--- config.mk ---
export PLATFORM = sky130hd
export DESIGN_NAME = uart_frame_rx
export DESIGN_NICKNAME = d
export VERILOG_FILES = /design/src/rtl/uart_frame_rx.sv
export SDC_FILE = /design/constraint.sdc
export NUM_CORES = 1
export LEC_CHECK = 0
export CORE_MARGIN = 5
export CORE_UTILIZATION = 52
export CTS_BUF_LIST = sky130_fd_sc_hd__clkbuf_4 sky130_fd_sc_hd__clkbuf_8 sky130_fd_sc_hd__clkbuf_16
export CTS_CLUSTER_SIZE = 25
export DETAILED_ROUTE_END_ITERATION = 16
export HOLD_SLACK_MARGIN = 0.02
export PLACE_DENSITY_LB_ADDON = 0.12
export SLEW_MARGIN = 20
export SYNTH_ARGS = -nofsm -noshare
export SYNTH_HDL_FRONTEND = slang
export SYNTH_SLANG_ARGS = --single-unit
--- constraint.sdc ---
create_clock -name clk -period 2.28 [get_ports clk]
set_clock_uncertainty 0.15 [all_clocks]
set_input_delay 0.228 -clock clk [delete_from_list [all_inputs] [get_ports clk]]
set_output_delay 0.228 -clock clk [all_outputs]
set_load 0.05 [all_outputs]
--- src/rtl/uart_frame_rx.sv ---
// UART packet receiver: STX, fixed-length payload, ETX.
// Mid-bit sampling, optional parity, watchdog, one-entry output buffer.
module uart_frame_rx #(
  parameter int         CLKS_PER_BIT  = 2604,
  parameter int         PAYLOAD_BYTES = 6,
  parameter logic [7:0] STX_BYTE      = 8'h02,
  parameter logic [7:0] ETX_BYTE      = 8'h03,
  parameter bit         PARITY_EN     = 1'b0,
  parameter bit         PARITY_ODD    = 1'b0,
  parameter int         TIMEOUT_CLKS  = 500000
) (
  input  logic                       clk,
  input  logic                       rst,
  input  logic                       rxd,
  output logic [8*PAYLOAD_BYTES-1:0] pkt_data,
  output logic                       pkt_valid,
  input  logic                       pkt_ready,
  output logic                       frame_err,
  output logic                       parity_err,
  output logic                       timeout_err,
  output logic                       overrun_err,
  output logic                       busy
);

  localparam int CW = $clog2(CLKS_PER_BIT + 1);
  localparam int IW = $clog2(PAYLOAD_BYTES + 1);
  localparam int TW = $clog2(TIMEOUT_CLKS + 1);

  localparam logic [CW-1:0] HALF_M1  = CW'(CLKS_PER_BIT / 2 - 1);
  localparam logic [CW-1:0] FULL_M1  = CW'(CLKS_PER_BIT - 1);
  localparam logic [IW-1:0] LAST_IDX = IW'(PAYLOAD_BYTES - 1);
  localparam logic [TW-1:0] TO_M1    = TW'(TIMEOUT_CLKS - 1);

  localparam logic [2:0] B_IDLE  = 3'd0;
  localparam logic [2:0] B_START = 3'd1;
  localparam logic [2:0] B_DATA  = 3'd2;
  localparam logic [2:0] B_PAR   = 3'd3;
  localparam logic [2:0] B_STOP  = 3'd4;
  localparam logic [2:0] B_WAIT  = 3'd5;

  localparam logic [1:0] P_STX  = 2'd0;
  localparam logic [1:0] P_DATA = 2'd1;
  localparam logic [1:0] P_ETX  = 2'd2;

  logic                       s1, s2, s3;
  logic [2:0]                 bstate;
  logic [CW-1:0]              cnt;
  logic [3:0]                 bcnt;
  logic [7:0]                 shreg;
  logic                       byte_done;
  logic                       byte_ferr;
  logic                       byte_perr;

  logic [1:0]                 pstate;
  logic [IW-1:0]              idx;
  logic [8*PAYLOAD_BYTES-1:0] stage;
  logic [TW-1:0]              wd;
  logic                       p_ferr;

  assign frame_err  = byte_ferr | p_ferr;
  assign parity_err = byte_perr;

  // s3 is the previous synchronised sample, used for start-edge detection
  always_ff @(posedge clk) begin
    if (rst) begin
      s1        <= 1'b1;
      s2        <= 1'b1;
      s3        <= 1'b1;
      bstate    <= B_IDLE;
      cnt       <= '0;
      bcnt      <= '0;
      shreg     <= '0;
      byte_done <= 1'b0;
      byte_ferr <= 1'b0;
      byte_perr <= 1'b0;
    end else begin
      s1        <= rxd;
      s2        <= s1;
      s3        <= s2;
      byte_done <= 1'b0;
      byte_ferr <= 1'b0;
      byte_perr <= 1'b0;
      case (bstate)
        B_IDLE: begin
          if (s3 && !s2) begin
            bstate <= B_START;
            cnt    <= '0;
          end
        end
        B_START: begin
          if (cnt == HALF_M1) begin
            cnt    <= '0;
            bcnt   <= '0;
            bstate <= s2 ? B_IDLE : B_DATA;
          end else begin
            cnt <= cnt + 1'b1;
          end
        end
        B_DATA: begin
          if (cnt == FULL_M1) begin
            cnt   <= '0;
            shreg <= {s2, shreg[7:1]};
            bcnt  <= bcnt + 1'b1;
            if (bcnt == 4'd7)
              bstate <= PARITY_EN ? B_PAR : B_STOP;
          end else begin
            cnt <= cnt + 1'b1;
          end
        end
        B_PAR: begin
          if (cnt == FULL_M1) begin
            cnt <= '0;
            if ((^shreg ^ s2) != PARITY_ODD) begin
              byte_perr <= 1'b1;
              bstate    <= B_IDLE;
            end else begin
              bstate <= B_STOP;
            end
          end else begin
            cnt <= cnt + 1'b1;
          end
        end
        B_STOP: begin
          if (cnt == FULL_M1) begin
            cnt <= '0;
            if (s2) begin
              byte_done <= 1'b1;
              bstate    <= B_IDLE;
            end else begin
              byte_ferr <= 1'b1;
              bstate    <= B_WAIT;
            end
          end else begin
            cnt <= cnt + 1'b1;
          end
        end
        B_WAIT: begin
          if (s2)
            bstate <= B_IDLE;
        end
        default: bstate <= B_IDLE;
      endcase
    end
  end

  always_ff @(posedge clk) begin
    if (rst) begin
      pstate      <= P_STX;
      idx         <= '0;
      stage       <= '0;
      wd          <= '0;
      busy        <= 1'b0;
      pkt_data    <= '0;
      pkt_valid   <= 1'b0;
      p_ferr      <= 1'b0;
      timeout_err <= 1'b0;
      overrun_err <= 1'b0;
    end else begin
      p_ferr      <= 1'b0;
      timeout_err <= 1'b0;
      overrun_err <= 1'b0;
      if (pkt_valid && pkt_ready)
        pkt_valid <= 1'b0;
      if (byte_done || !busy)
        wd <= '0;
      else
        wd <= wd + 1'b1;
      if (byte_ferr || byte_perr) begin
        pstate <= P_STX;
        busy   <= 1'b0;
      end else if (busy && !byte_done && wd == TO_M1) begin
        timeout_err <= 1'b1;
        pstate      <= P_STX;
        busy        <= 1'b0;
      end else if (byte_done) begin
        case (pstate)
          P_STX: begin
            if (shreg == STX_BYTE) begin
              pstate <= P_DATA;
              idx    <= '0;
              busy   <= 1'b1;
            end
          end
          P_DATA: begin
            stage[{idx, 3'b000} +: 8] <= shreg;
            if (idx == LAST_IDX)
              pstate <= P_ETX;
            else
              idx <= idx + 1'b1;
          end
          P_ETX: begin
            pstate <= P_STX;
            busy   <= 1'b0;
            if (shreg != ETX_BYTE) begin
              p_ferr <= 1'b1;
            end else if (!pkt_valid || pkt_ready) begin
              // a same-cycle handshake frees the slot for the new packet
              pkt_data  <= stage;
              pkt_valid <= 1'b1;
            end else begin
              overrun_err <= 1'b1;
            end
          end
          default: pstate <= P_STX;
        endcase
      end
    end
  end

endmodule
==> results by group, run 1 <==
Synth
  – Asr flop ratio synth: 0%
  – Syn Nets: 763
  – Syn Area/Cell: 8.73 um2
  – Post-synth EDFFs: 0
  – Main synth FF type: dfxtp_1
  – Area contributors post-synth: dfxtp_1, nand2_1, mux2i_1, a21oi_1, nor2_1
  – Area leader, netlist: dfxtp_1
  – Sequential fraction of the synthesis area: 48.5%
  – Synthesized area: 6520 um2
  – Synth cell types: 58
  – Post-Synthesis Cells: 746
  – Flops & latches, synth: 158
  – Synth top area share: 48.5%
  – Synth warn: 0

Layout
  – Diodes inserted: 0
  – Layout area overhead: 20.6%
  – Core Util, Final: 64.6%
  – Layout cells sized above 1: 10.1%
  – Final nets: 820

Critical path
  – Type of the worst setup path: flip-flop to flip-flop
  – CP delay by family, top: simple AND/OR/NAND/NOR gates
  – CP cell instances: inv_1 > ha_1 > nand3_1 > nor4b_4 > buf_4 > mux2i_1 > nor2_1
  – CP Capture Type: flip-flop
  – Buf/Inv on CP: 2
  – Worst reg-to-reg setup slack: 0.09 ns
  – Crit-path max cell delay: 0.40 ns
  – Reg-to-Reg Start: idx[1]
  – Worst Reg-to-Reg Cells: 7
  – Critical path depth: 7
  – Slowest CP cell: dfxtp_1
  – WP data required: 2.41 ns
  – CP startpoint kind: flip-flop
  – CP startpoint: idx[1]
  – Critical path peak fanout: 8
  – Reg-to-reg endpoint: stage[9]
  – Arrival @ worst endpoint: 2.32 ns
  – Crit path to: stage[9]

Detailed routing
  – Wirelength, routed: 13.6 mm
  – Vias/cell: 5.30
  – Routed WL per cell: 13.9 um
  – Drt drc: 0
  – Initial drt markers: 470
  – Vias post-DR: 5192
  – Drt pass-1 iters: 5
  – ANT nets after route: 0

GRT
  – Vias in the first global route: 5055
  – Antenna violations before repair: 0
  – First-pass GRT wire length: 23.3 mm
  – All-layer global routing usage: 19.2%
  – Grt total ovfl: 0
  – Largest net degree at the start of global routing: 62

CTS
  – CTS tree: yes
  – Setup bufs post-CTS: 0
  – Clk_lat worst skew: 0.42 ns
  – H-Tree Depth: 4
  – CTS max path bufs: 2
  – Num CTS Buffers: 17
  – Root Driver: clkbuf_16
  – Total clock sinks: 158
  – CTS clock-pin slew for the worst setup and hold paths: 0.06 ns

Timing
  – Peak Freq: 0.457 GHz
  – Rel. slew slack: 51.6%
  – Slew at the pin with the worst max-slew slack: 0.724 ns
  – Crit share post-route: 96.1%
  – Hold_ws: 0.228 ns
  – # setup viols final: 0
  – Final TNS setup: 0 ns
  – Max-slew violation count: 0
  – Minimum clock period: 2.19 ns
  – Hold Violations, Final: 0

Job
  – Max_cap viols: 0

Die
  – Die height: 122 um
  – I/O pin count: 58
  – Die area: 14900 um2
  – Num rows: 40
  – Core Box Area: 12200 um2
  – Initial core utilization: 53.6%
  – Chip width: 122 um

Power
  – LEAKAGE: 2.81 nW
  – Comb pwr share: 7.3%
  – Max VDD drop: 0.576 mV
  – Seq pwr share: 49.0%
  – Switch Pwr: 1.34 mW
  – Clock network power share: 43.7%
  – Net Sw Frac: 23.0%
  – Internal: 4.47 mW
  – PD cells: 739 nW/um2

Placed design
  – Hpwl dp: 9.04 mm
  – Port-buffer cells: 57
  – Routability Congestion: 0.828

Worst hold path
  – Hold path cells: 2
  – Min-Delay Startpoint: rxd
  – HP Class: input pin to flip-flop

Status
  – Outcome: finished clean
## routing by layer
metal  global-route usage [%]  vias up  wire (um)
li1                         -     2618          -
met1                     24.9     2481       6410
met2                     31.0       80       6570
met3                     5.20       13        465
met4                     6.58        0        153
met5                        0        -          0
## sequential cells by signal, summed over array words and instances (netlist names), 2 cells and up
signal / count
bcnt: 4
pkt_data: 48
stage: 48
cnt: 12
idx: 3
bstate: 3
pstate: 2
shreg: 8
wd: 19
## cell usage after synthesis (7+ instances only)
library cell / number
a21oi_1: 80
buf_2: 7
clkbuf_1: 30
dfxtp_1: 158
ha_1: 13
inv_1: 22
mux2i_1: 43
nand2_1: 124
nand3_1: 22
nand4_1: 11
nor2_1: 97
nor2b_1: 7
nor3_1: 11
o21ai_0: 8
xnor2_1: 13
xor2_1: 11
## through the flow
| stage | instances | total power, mW | area (um2) | setup WS [ns] |
|---|---|---|---|---|
| 6_report | 979 | 5.80 | 7860 | 0.0898 |
| 2_1_floorplan | 746 | 3.27 | 6520 | 0.0480 |
| 5_1_grt | 979 | 6.04 | 7860 | -0.0356 |
| 3_3_place_gp | 951 | 3.31 | 7280 | 0.106 |
| 3_5_place_dp | 951 | 3.33 | 7280 | -0.0612 |
| 4_1_cts | 979 | 5.85 | 7830 | 0.0324 |
## area by class of cell
cell class	count	area, um2
repair buffers	83	791
clock inverters	8	72.6
inverters	22	82.6
clock buffers	19	447
flip-flops and latches	158	3160
fillers	1033	4300
well taps	168	210
multi-input cells	521	3090
## cells in the final DEF, fill, tap and decap left out, drive strengths merged, types with 2 or more instances in the layout
cell type	netlist	layout
dfxtp	158	158
nand2	124	124
nor2	97	97
a21oi	80	80
clkdlybuf4s50	0	56
mux2i	43	43
buf	12	26
inv	22	22
nand3	22	22
clkbuf	33	19
xnor2	13	13
ha	13	13
nand4	11	11
nor3	11	11
xor2	11	11
o21ai	8	8
nor4	8	8
nor2b	7	7
or2	6	6
nand3b	5	5
a211oi	5	5
nor4b	5	5
nor3b	5	5
nand2b	4	4
a31oi	4	4
nand4b	4	4
clkinv	0	4
or3	4	4
and2	4	4
clkinvlp	0	3
or3b	3	3
and4	2	2
and3	2	2
or4b	2	2
and3b	2	2
## power groups by stage
stage	registers, mW	clock network [mW]	logic [mW]
after floorplan	2.87	0	0.398
after global placement	2.90	0	0.410
after detailed placement	2.91	0	0.419
after CTS	2.85	2.58	0.423
after global routing	2.86	2.72	0.469
final	2.85	2.54	0.421
## what timing repair did
action	CTS	global route
pin swaps	0	0
hold buffers	1	0
hold endpoints to repair	7	0
endpoints found under the setup margin	12	22
resized for setup	3	4
## worst min path at each step
stage | endpoint | slack [ns]
final | s1 | 0.23
after global routing | s1 | 0.21
after CTS | s1 | 0.21
after detailed placement | s2 | 0.25
after global placement | s2 | 0.24
after floorplan | s1 | 0.18
## kinds of logic after synthesis
kind of cell	count (synthesis)	share of synthesized area (%)
XOR/XNOR	25	3.57
AO/OA/AOI/OAI	107	9.33
AND/OR/NAND/NOR	333	24.5
adder cells (fa/ha/maj)	13	2.50
flip-flops	158	48.5
multiplexers	43	6.61
buffers and inverters	67	4.92
Power figures use the tool's default switching activity.
==> inputs of run 2 (changes only) <==
Settings changed: ABC_CLOCK_PERIOD_IN_PS from default to 2280, CELL_PAD_IN_SITES_DETAIL_PLACEMENT from default to 1, CELL_PAD_IN_SITES_GLOBAL_PLACEMENT from default to 1, CORE_UTILIZATION 52 to 39.
==> results by group, run 2 (synthesis gave the netlist of run 1 again) <==
Status
  – Outcome: finished clean

Detailed routing
  – Drt pass-1 iters: 4 (-1)
  – Vias/cell: 5.11 (-3.7%)
  – Vias post-DR: 5319 (+2.4%)
  – Wirelength, routed: 16.4 mm (+21%)
  – Initial drt markers: 262 (-44%)
  – Drt drc: 0 (unchanged)
  – Routed WL per cell: 15.8 um (+13%)
  – ANT nets after route: 0 (unchanged)

Critical path
  – Critical path peak fanout: 8 (unchanged)
  – Worst Reg-to-Reg Cells: 7 (unchanged)
  – CP startpoint kind: flip-flop
  – WP data required: 2.42 ns (about the same)
  – Buf/Inv on CP: 2 (unchanged)
  – Reg-to-reg endpoint: stage[12]
  – CP Capture Type: flip-flop
  – Arrival @ worst endpoint: 2.33 ns (about the same)
  – CP cell instances: inv_1 > ha_1 > nand3_1 > nor4b_2 > buf_4 > mux2i_1 > nor2_1
  – Slowest CP cell: nor4b_2
  – Reg-to-Reg Start: idx[1]
  – Worst reg-to-reg setup slack: 0.09 ns (about the same)
  – Type of the worst setup path: flip-flop to flip-flop
  – Crit-path max cell delay: 0.40 ns (about the same)
  – CP delay by family, top: simple AND/OR/NAND/NOR gates

Die
  – I/O pin count: 58 (unchanged)
  – Chip width: 139 um (+14%)
  – Initial core utilization: 39.6% (-14 points)
  – Die area: 19400 um2 (+30%)
  – Num rows: 47 (+18%)
  – Core Box Area: 16500 um2 (+35%)
  – Die height: 139 um (+14%)

CTS
  – Num CTS Buffers: 17 (unchanged)
  – Clk_lat worst skew: 0.42 ns (about the same)
  – Total clock sinks: 158 (unchanged)
  – Root Driver: clkbuf_16
  – CTS max path bufs: 2 (unchanged)
  – Hold_buf cts: 0 (-1)
  – Setup bufs post-CTS: 0 (unchanged)
  – H-Tree Depth: 4 (unchanged)
  – CTS clock-pin slew for the worst setup and hold paths: 0.06 ns (about the same)
  – CTS tree: yes

Timing
  – Peak Freq: 0.457 GHz (+0.18%)
  – Final TNS setup: 0 ns (unchanged)
  – Minimum clock period: 2.19 ns (-0.00388 ns)
  – Hold Violations, Final: 0 (unchanged)
  – Rel. slew slack: 48.6% (-3.0 points)
  – Slew at the pin with the worst max-slew slack: 0.769 ns (+0.0456 ns)
  – # setup viols final: 0 (unchanged)
  – Crit share post-route: 95.9% (-0.17 points)
  – Max-slew violation count: 0 (unchanged)

Layout
  – Largest registers: pkt_data (48), stage (48), wd (19)
  – Diodes inserted: 0 (unchanged)
  – Most frequent cells in the layout: dfxtp_1, nand2_1, nor2_1
  – Layout area overhead: 23.6%
  – Finished Layout Cells: 1041 (+6.3%)
  – Core Util, Final: 48.9% (-16 points)
  – Commonest non-fill, non-tap cell in the layout: dfxtp_1
  – Layout cells sized above 1: 11.2% (+1.1 points)
  – Final nets: 825 (+0.61%)

GRT
  – Largest net degree at the start of global routing: 128 (+110%)
  – Antenna violations before repair: 0 (unchanged)
  – Vias in the first global route: 5623 (+11%)
  – Grt total ovfl: 0 (unchanged)
  – All-layer global routing usage: 17.3% (-1.9 points)
  – First-pass GRT wire length: 27.8 mm (+19%)

Power
  – LEAKAGE: 2.87 nW (+2.0%)
  – Switch Pwr: 1.49 mW (+12%)
  – Pwr Total: 6.15 mW (+6.0%)
  – Clock network power share: 46.0% (+2.3 points)
  – Max VDD drop: 0.561 mV (-2.6%)
  – Seq pwr share: 46.3% (-2.7 points)
  – Net Sw Frac: 24.3% (+1.3 points)
  – Comb pwr share: 7.6% (+0.3 points)
  – PD cells: 764 nW/um2 (+3.4%)
  – Internal: 4.66 mW (+4.3%)

Worst hold path
  – Hold Crit Endpoint: stage[44]
  – HP Class: input pin to flip-flop
  – Hold path cells: 3 (+1)
  – Min-Delay Startpoint: rst

Placed design
  – Placed cells: 1009 (+6.1%)
  – Routability Congestion: 0.774 (-6.6%)
  – Port-buffer cells: 57 (unchanged)
  – Hpwl dp: 11.1 mm (+23%)

Job
  – Max_cap viols: 0 (unchanged)
[run 2: worst register-to-register path: cells and delay by family (launching register included)]
| kind | cells | cell delay, ns |
|---|---|---|
| fa+ha+maj | 1 | 0.35 |
| buf+inv | 2 | 0.36 |
| simple gates | 3 | 0.60 |
| mux | 1 | 0.21 |
| flops | 1 | 0.39 |
[run 2: how the worst max path moves through the flow]
stage,slack (ns),start,endpoint,cells after the start
floorplan,0.05,idx[0],stage[16],7
global placement,0.08,idx[1],stage[40],6
detailed placement,-0.10,idx[1],stage[20],8
CTS,0.07,idx[1],stage[20],8
global route,-0.03,idx[1],stage[8],7
finish,0.09,idx[1],stage[12],7
[run 2: power groups by stage]
stage	combinational, mW	clock, mW	sequential [mW]
floorplan	0.398	0	2.87
global placement	0.442	0	2.91
detailed placement	0.464	0	2.91
CTS	0.468	2.91	2.85
global route	0.511	3.03	2.86
finish	0.470	2.83	2.85
[run 2: layer usage]
metal  track usage [%]  wire, um
met5                 0         0
met3              4.22       440
met4              4.94       187
met2              29.5      8080
met1              21.6      7690
[run 2: final cells by class]
cell class	instances	area [um2]
timing repair buffer	88	851
clock buffer	20	454
multi-input combinational	521	3090
clock inverter	12	133
tap	220	275
sequential	158	3160
inverter	22	82.6
fill	1907	8410
[run 2: timing repair]
item                       CTS  global route
hold endpoints to repair     0             0
resized for setup            4             5
setup endpoints to repair   19            23
pin swaps                    0             0
[run 2: stage by stage]
stage	setup slack (ns)	area, um2	hold slack, ns
4_1_cts	0.0671	8020	0.195
3_5_place_dp	-0.101	7420	0.246
5_1_grt	-0.0262	8050	0.212
3_3_place_gp	0.0843	7420	0.243
6_report	0.0937	8050	0.210
2_1_floorplan	0.0480	6520	0.182
==> inputs of run 3 (changes only) <==
Settings changed: ABC_CLOCK_PERIOD_IN_PS 2280 to 2800, CORE_UTILIZATION 39 to 47.
Clock period 2.28 ns to 2.8 ns, I/O delays scaled along.
==> results by group, run 3 (synthesis gave the netlist of run 1 again) <==
Timing
  – Hold Violations, Final: 0 (unchanged)
  – # setup viols final: 0 (unchanged)
  – Unrepaired setup endpoints after global routing: no
  – Hold_ws: 0.0936 ns (-0.116 ns)
  – Peak Freq: 0.388 GHz (-15%)
  – Slew at the pin with the worst max-slew slack: 0.751 ns (-0.0184 ns)
  – Final TNS setup: 0 ns (unchanged)
  – Max-slew violation count: 0 (unchanged)
  – Rel. slew slack: 49.5% (+0.92 points)
  – Crit share post-route: 92.1% (-3.7 points)
  – Minimum clock period: 2.58 ns (+0.394 ns)

CTS
  – CTS max path bufs: 2 (unchanged)
  – Setup bufs post-CTS: 0 (unchanged)
  – CTS clock-pin slew for the worst setup and hold paths: 0.06 ns (about the same)
  – CTS tree: yes
  – Clk_lat worst skew: 0.42 ns (about the same)
  – Total clock sinks: 158 (unchanged)
  – Num CTS Buffers: 17 (unchanged)
  – H-Tree Depth: 4 (unchanged)
  – Root Driver: clkbuf_16

Detailed routing
  – Wirelength, routed: 16.6 mm (+1.2%)
  – Vias/cell: 5.36 (+5.0%)
  – Routed WL per cell: 16.9 um (+7.1%)
  – Drt drc: 0 (unchanged)
  – Drt pass-1 iters: 4 (unchanged)
  – ANT nets after route: 0 (unchanged)
  – Vias post-DR: 5272 (-0.88%)
  – Initial drt markers: 298 (+14%)

Worst hold path
  – HP Class: input pin to flip-flop

Power
  – LEAKAGE: 2.75 nW (-4.3%)
  – Pwr Total: 4.96 mW (-19%)
  – PD cells: 637 nW/um2 (-17%)
  – Max VDD drop: 0.402 mV (-28%)

GRT
  – Largest net degree at the start of global routing: 55 (-57%)
  – Antenna violations before repair: 0 (unchanged)
  – All-layer global routing usage: 21.2% (+4.0 points)
  – Grt total ovfl: 0 (unchanged)
  – First-pass GRT wire length: 27.7 mm (-0.12%)
  – Vias in the first global route: 5647 (+0.43%)

Layout
  – Most frequent cells in the layout: dfxtp_1, nand2_1, nor2_1
  – Largest registers: pkt_data (48), stage (48), wd (19)
  – Layout cells sized above 1: 8.72% (-2.5 points)
  – Area of the multi-input gates: 3050 um2 (-1.5%)
  – Filler cells: 1593 (-16%)
  – Final nets: 808 (-2.1%)
  – Layout area overhead: 19.5%
  – Diodes inserted: 0 (unchanged)
  – Commonest non-fill, non-tap cell in the layout: dfxtp_1
  – Register Area: 3160 um2 (unchanged)

Critical path
  – Critical path peak fanout: 8 (unchanged)
  – CP startpoint kind: flip-flop
  – CP Capture Type: flip-flop
  – Arrival @ worst endpoint: 2.72 ns (+0.39 ns)
  – WP data required: 2.94 ns (+0.52 ns)
  – Type of the worst setup path: flip-flop to flip-flop

Status
  – Outcome: finished clean

Job
  – Max_cap viols: 0 (unchanged)

Die
  – Die area: 16300 um2 (-16%)
  – Core Box Area: 13700 um2 (-17%)
  – Die height: 128 um (-8.3%)
  – I/O pin count: 58 (unchanged)
  – Initial core utilization: 47.5% (+7.9 points)
  – Chip width: 128 um (-8.3%)
  – Num rows: 43 (-8.5%)

Placed design
  – Hpwl dp: 11.0 mm (-1.4%)
  – Port-buffer cells: 57 (unchanged)
  – Routability Congestion: 0.861 (+11%)
-- run 3: cell types whose count changed in the layout (fill, tap and decap cells not counted), sizes merged --
cell,previous run,this run
clkbuf,20,21
clkinv,6,3
clkinvlp,0,4
buf,32,15
inv,26,23
-- run 3: critical path, stage by stage (launching register included) --
cell and delay, ns:
dfxtp_1 0.49, inv_1 0.14, ha_1 0.36, nor3b_1 0.43, and3_1 0.57, mux2i_1 0.24, nor2_1 0.06
-- run 3: area by class of cell --
cell class	count	share of cell area (%)
Sequential cell	158	40.6
Multi-Input combinational cell	521	39.1
Timing Repair Buffer	71	8.81
Clock buffer	21	6.01
Tap cell	180	2.89
Clock inverter	10	1.46
Inverter	22	1.06
-- run 3: layer usage --
layer | part of all wire [%] | vias up | track usage [%]
li1 | - | 2597 | -
met1 | 45 | 2576 | 25.5
met2 | 51 | 80 | 37.5
met3 | 3.0 | 19 | 4.96
met4 | 1.3 | 0 | 6.80
met5 | 0 | - | 0
-- run 3: worst paths after layout --
| path | slack [ns] | from | endpoint | cells after the start |
|---|---|---|---|---|
| worst max-delay path | 0.22 | idx[0] | stage[6] | 6 |
| worst min-delay path | 0.09 | rst | bcnt[0] | 2 |
| worst min register to register | 0.26 | s1 | s2 | 1 |
| worst max register to register | 0.22 | idx[0] | stage[6] | 6 |
-- run 3: power breakdown --
part | internal, mW | switching (mW)
Combinational | 0.130 | 0.225
Clock | 1.37 | 0.909
Sequential | 2.27 | 0.0533
-- run 3: what timing repair did --
item,4_1_cts,5_1_grt
hold buffers,0,0
resized for setup,0,1
endpoints found under the setup margin,0,11
-- run 3: stage by stage --
stage	util [%]	worst slack, ns	cells	cell area [um2]
after CTS	56.7	0.215	983	7780
after floorplan	-	0.498	746	6520
after global routing	56.8	0.0966	983	7790
after global placement	52.5	0.424	952	7200
after detailed placement	52.5	0.248	952	7200
final	56.8	0.220	983	7790
